$ cat src/rtl/tick_period_meter.sv
// -----------------------------------------------------------------------------
// tick_period_meter
//
// Measures a slow, possibly asynchronous square wave (typically a clock-divider
// tick such as the 1 Hz toggle) in system-clock cycles. The input is
// synchronised, optionally glitch-filtered, and edge-detected. A two-state FSM
// counts cycles between rising edges and captures the high time. It flags loss
// of signal when no rising edge arrives within TIMEOUT cycles.
//
// Optional feature macro: TICK_GLITCH_FILT_EN
//   When defined, a stability filter of FILT_LEN cycles sits between the
//   synchroniser and the edge register. Pulses shorter than FILT_LEN cycles are
//   discarded. Detection latency grows by FILT_LEN cycles.
//
// Ports:
//   clk          system clock (50 MHz nominal)
//   rst_n        asynchronous active-low reset
//   sig_in       square wave to measure, asynchronous to clk
//   period       clk cycles between the last two detected rising edges
//   high_time    clk cycles from a rise to the following fall in that period
//   period_valid one-cycle pulse when period/high_time update
//   locked       1 while a measurement is running (MEAS state)
//   timeout      sticky loss-of-signal flag, cleared by the next rise
// -----------------------------------------------------------------------------
module tick_period_meter #(
    parameter int CNT_W       = 32,
    parameter int TIMEOUT     = 50_000_000,
    parameter int SYNC_STAGES = 2,
    parameter int FILT_LEN    = 4
) (
    input  logic             clk,
    input  logic             rst_n,
    input  logic             sig_in,
    output logic [CNT_W-1:0] period,
    output logic [CNT_W-1:0] high_time,
    output logic             period_valid,
    output logic             locked,
    output logic             timeout
);

    localparam logic [CNT_W-1:0] TIMEOUT_CNT = CNT_W'(TIMEOUT);
    localparam logic [CNT_W-1:0] CNT_ONE     = CNT_W'(1);

    // Elaboration-time parameter sanity checks.
    if (SYNC_STAGES < 2) begin : g_bad_sync
        $error("tick_period_meter: SYNC_STAGES must be >= 2");
    end
    if (FILT_LEN < 1) begin : g_bad_filt
        $error("tick_period_meter: FILT_LEN must be >= 1");
    end
    if (TIMEOUT < 1 || (CNT_W < 63 && longint'(TIMEOUT) >= (longint'(1) << CNT_W))) begin : g_bad_to
        $error("tick_period_meter: TIMEOUT must be in 1 .. 2**CNT_W-1");
    end

    typedef enum logic {
        IDLE = 1'b0,
        MEAS = 1'b1
    } state_t;

    logic [SYNC_STAGES-1:0] sync_chain;
    logic                   s;
    logic                   lvl;
    logic                   s_d;
    logic                   rise;
    logic                   fall;

    state_t                 state;
    state_t                 state_nxt;
    logic [CNT_W-1:0]       cnt;
    logic [CNT_W-1:0]       cnt_nxt;
    logic [CNT_W-1:0]       hcap;
    logic [CNT_W-1:0]       hcap_nxt;
    logic [CNT_W-1:0]       period_nxt;
    logic [CNT_W-1:0]       high_nxt;
    logic                   valid_nxt;
    logic                   timeout_nxt;

    // Synchroniser stage: sig_in enters at bit 0, s leaves the last flop.
    always_ff @(posedge clk or negedge rst_n) begin
        if (!rst_n) begin
            sync_chain <= '0;
        end else begin
            sync_chain <= {sync_chain[SYNC_STAGES-2:0], sig_in};
        end
    end

    assign s = sync_chain[SYNC_STAGES-1];

`ifdef TICK_GLITCH_FILT_EN
    // Filter stage: the level follows s only after s has differed from it for
    // FILT_LEN consecutive cycles; any agreement restarts the run.
    localparam int FW = (FILT_LEN > 1) ? $clog2(FILT_LEN) : 1;

    logic [FW-1:0] filt_cnt;
    logic          filt_lvl;

    always_ff @(posedge clk or negedge rst_n) begin
        if (!rst_n) begin
            filt_cnt <= '0;
            filt_lvl <= 1'b0;
        end else if (s == filt_lvl) begin
            filt_cnt <= '0;
        end else if (filt_cnt == FW'(FILT_LEN - 1)) begin
            filt_lvl <= s;
            filt_cnt <= '0;
        end else begin
            filt_cnt <= filt_cnt + FW'(1);
        end
    end

    assign lvl = filt_lvl;
`else
    assign lvl = s;
`endif

    // Edge register stage.
    always_ff @(posedge clk or negedge rst_n) begin
        if (!rst_n) begin
            s_d <= 1'b0;
        end else begin
            s_d <= lvl;
        end
    end

    // Rise and fall are mutually exclusive because both derive from one level.
    assign rise = lvl & ~s_d;
    assign fall = ~lvl & s_d;

    // Measurement FSM stage: state register.
    always_ff @(posedge clk or negedge rst_n) begin
        if (!rst_n) begin
            state        <= IDLE;
            cnt          <= '0;
            hcap         <= '0;
            period       <= '0;
            high_time    <= '0;
            period_valid <= 1'b0;
            timeout      <= 1'b0;
        end else begin
            state        <= state_nxt;
            cnt          <= cnt_nxt;
            hcap         <= hcap_nxt;
            period       <= period_nxt;
            high_time    <= high_nxt;
            period_valid <= valid_nxt;
            timeout      <= timeout_nxt;
        end
    end

    // Next-state logic. cnt counts cycles since the last rise, starting at 1 on
    // the rise cycle, so the value seen on the next rise is the full period.
    always_comb begin
        state_nxt   = state;
        cnt_nxt     = cnt;
        hcap_nxt    = hcap;
        period_nxt  = period;
        high_nxt    = high_time;
        valid_nxt   = 1'b0;
        timeout_nxt = timeout;
        case (state)
            IDLE: begin
                if (rise) begin
                    // First rise only arms the measurement.
                    state_nxt   = MEAS;
                    cnt_nxt     = CNT_ONE;
                    timeout_nxt = 1'b0;
                end else begin
                    cnt_nxt = '0;
                end
            end
            MEAS: begin
                if (rise) begin
                    // A rise on the TIMEOUT cycle still wins over loss of signal.
                    period_nxt = cnt;
                    high_nxt   = hcap;
                    valid_nxt  = 1'b1;
                    cnt_nxt    = CNT_ONE;
                end else if (cnt == TIMEOUT_CNT) begin
                    // Loss of signal; last measurement is kept for display.
                    state_nxt   = IDLE;
                    timeout_nxt = 1'b1;
                    cnt_nxt     = '0;
                end else begin
                    if (fall) begin
                        hcap_nxt = cnt;
                    end
                    cnt_nxt = cnt + CNT_ONE;
                end
            end
            default: begin
                state_nxt = IDLE;
            end
        endcase
    end

    assign locked = (state == MEAS);

endmodule
$ cat config.mk
export PLATFORM = sky130hd
export DESIGN_NAME = tick_period_meter
export DESIGN_NICKNAME = d
export VERILOG_FILES = /design/src/rtl/tick_period_meter.sv
export SDC_FILE = /design/constraint.sdc
export NUM_CORES = 1
export LEC_CHECK = 0
export CELL_PAD_IN_SITES_DETAIL_PLACEMENT = 1
export CELL_PAD_IN_SITES_GLOBAL_PLACEMENT = 1
export CORE_AREA = 4 4 86 149
export CTS_CLUSTER_DIAMETER = 40
export DETAILED_ROUTE_END_ITERATION = 8
export DIE_AREA = 0 0 90 153
export PLACE_DENSITY = 0.95
export SLEW_MARGIN = 20
export SYNTH_ARGS = -nofsm -noshare
export SYNTH_HDL_FRONTEND = slang
export SYNTH_SLANG_ARGS = --single-unit
export TNS_END_PERCENT = 5
$ cat constraint.sdc
create_clock -name clk -period 7.31 [get_ports clk]
set_input_delay 1.462 -clock clk [delete_from_list [all_inputs] [get_ports clk]]
set_output_delay 1.462 -clock clk [all_outputs]
set_load 0.03 [all_outputs]
==> run summary <==
status: finished clean
gpl congestion: 0.7792
worst ir drop on vdd: 0.2444 mV
first-pass GRT wire length: 23950 um
sequential share of the synthesized area: 60.91%
Max-slew headroom: 27.89%
# IOs: 70
Inst Count DP: 644
drt drc: 0
Net Sw Frac: 25.64%
Pre-antenna DRT Iters: 4
nets@finish: 533
crit path kind: reg -> out
worst slew pin tran: 1.073 ns
Routed WL: 14480 um
Setup TNS: 0 ns
syn_area_per_cell: 11.99 sq um
cts repair resizes: 0
CTS clk-pin slew, worst paths: 0.05 ns
Syn. warnings: 0
Synth async-reset ratio: 100.0%
Worst Path Arrival: 1.63 ns
# hold bufs at CTS: 0
vias per std cell: 5.499
static leakage: 3.331 nW
setup violators final: 0
area grow syn2layout: 23.68%
final hold vios: 0
vias in the first global route: 4339
unrepaired setup endpoints after global routing: false
Crit. End Element: output pin
FMAX: 323.2 MHz
Critical-path top delay cell: clkdlybuf4s50_1
Tmin final: 3.094 ns
Post-synth top cells: 134 x dfrtp_1, 110 x nand2_1, 37 x nor2_1
crit-path max FO: 5
die area: 13770 sq um
Slew Limit Fails: 0
Hold/Removal Path Class: reg -> reg
syn nets: 464
Pwr Density: 262.3 nW/um^2
htree depth: 4
Clock Tree Root: clkbuf_16
Final Skew: 0.009579 ns
initial antenna violation count: 0
Initial Util: 47.81%
antenna viol nets, final: 0
grt ovf: 0
combinational power share: 10.6%
WL/cell: 21.55 um
synth unique cells: 29
Int Pwr: 0.001328 W
die height: 153 um
maxcap violations: 0
Global Route Usage Sum: 22.40%
share of the synthesized area in the top cell type: 60.91%
vias: 3695
# Post-CTS Setup Buffers: 0
initial DRC count: 201
post-DP HPWL: 8376 um
Core ar.: 11520 sq um
Worst-Skew Late Latency: 0.42 ns
Post-synth EDFFs: 0
Yosys top cell by area: dfrtp_1
Clock Path Buffers: 2
die width: 90 um
largest net degree at the start of global routing: 75
#FFs+latches synth: 134
top cells by area, synth: dfrtp_1 61%, mux2_4 8.2%, nand2_1 7.5%
Num CTS Buffers: 17
Port-buffer cells: 69
Primary FF master, synth: dfrtp_1
FP Rows: 52
clock power share: 43.5%
number of clock sinks: 134
crit path cell chain: clkdlybuf4s50_1
Syn Std Cell Area: 5505 sq um
final worst-path cycle share: 42.33%
# diodes: 0
TritonCTS clock tree: yes
share of cells above drive strength 1: 17.88%
family with the most delay on the worst path: buffers and inverters
Mapped Cells: 459
Bufs and invs on worst path: 1
cell with the most instances after synthesis: dfrtp_1
CP peak stage delay: 0.73 ns
Flop pwr share: 45.9%
sw power: 0.0004579 W
Finished Layout Cells: 672
crit path launch type: flop
CP Data Required Time: 5.85 ns
## worst register-to-register path, stage by stage (launching register included)
cell	delay (ns)
dfrtp_1	0.43
inv_1	0.11
ha_1	0.15
or4b_1	0.48
or4_4	0.59
o31ai_4	0.31
nor3b_4	0.20
buf_4	0.31
mux2_4	0.37
## state kept, by name, summed over array words and instances, names as in the netlist
| register | count |
|---|---|
| cnt | 32 |
| hcap | 32 |
| high_time | 32 |
| period | 32 |
| sync_chain | 2 |
| locked | 1 |
| period_valid | 1 |
| s_d | 1 |
| timeout | 1 |
## layer usage
layer,wire (um),global-route usage (%)
met3,430,5.066
met5,0,0
met1,5568,25.43
met2,8075,40.16
met4,408,9.496
## per-stage QoR
step                total power [W]  cell area (sq um)  utilization, %  hold WS, ns  setup slack [ns]
floorplan                 0.0009301               5505               -       0.3312             4.818
global placement          0.0009997               6286           54.58       0.3390             4.227
detailed placement         0.001009               6286           54.58       0.3425             4.024
CTS                        0.001802               6807           59.10       0.3556             3.857
global route               0.001861               6809           59.13       0.3741             4.160
finish                     0.001786               6809           59.13       0.3517             4.216
## path summary, 6_finish.rpt
path                                  to  slack (ns)     startpoint  depth (start not counted)
max                               locked        4.22         locked                          1
min                        sync_chain[1]        0.35  sync_chain[0]                          0
max reg2reg                     hcap[27]        4.26         cnt[0]                          8
min reg2reg                sync_chain[1]        0.35  sync_chain[0]                          0
max in group asynchronous       hcap[30]        5.01          rst_n                          2
min in group asynchronous  high_time[10]        1.06          rst_n                          1
## placed cells by master (no fill, tap or decap), types with 2 or more instances in the layout
| cell | n |
|---|---|
| dfrtp_1 | 134 |
| clkinv_2 | 3 |
| and3_1 | 4 |
| nor4_2 | 2 |
| ha_1 | 2 |
| clkbuf_8 | 2 |
| clkbuf_16 | 17 |
| inv_1 | 6 |
| nor4b_1 | 2 |
| mux2_2 | 31 |
| nand2_1 | 110 |
| buf_4 | 3 |
| nand4_1 | 13 |
| xor2_1 | 25 |
| o21ai_0 | 5 |
| clkbuf_1 | 4 |
| mux2_4 | 30 |
| nor2_1 | 37 |
| clkdlybuf4s50_1 | 68 |
| xnor2_1 | 5 |
| nor3_1 | 2 |
| and4_1 | 3 |
| nand3_1 | 16 |
## final cells by class
type,instances,area (sq um)
timing repair buffer,72,714.4
fill,1174,4707
clock buffer,23,467.9
clock inverter,5,52.55
sequential,134,3353
tap,135,168.9
multi-input combinational,296,2026
inverter,7,26.28
## power groups by stage
stage	logic, W	clock network [W]	registers [W]
after floorplan	0.0000818	0	0.000848
after global placement	0.000175	0	0.000824
after detailed placement	0.000182	0	0.000827
after CTS	0.000192	0.000791	0.000819
after global routing	0.000203	0.000832	0.000826
final	0.000189	0.000778	0.000820
## kinds of logic (layout without fill, tap and decap cells)
kind of cell | Yosys count | in the layout | share of synthesized area, %
xor+xnor | 30 | 30 | 4.773
fa+ha+maj | 2 | 2 | 0.4545
mux | 61 | 61 | 14.52
compound gates | 6 | 6 | 0.8408
buf+inv | 29 | 107 | 2.455
simple gates | 197 | 197 | 16.05
flops | 134 | 134 | 60.91
(Power assumes the default switching activity.)
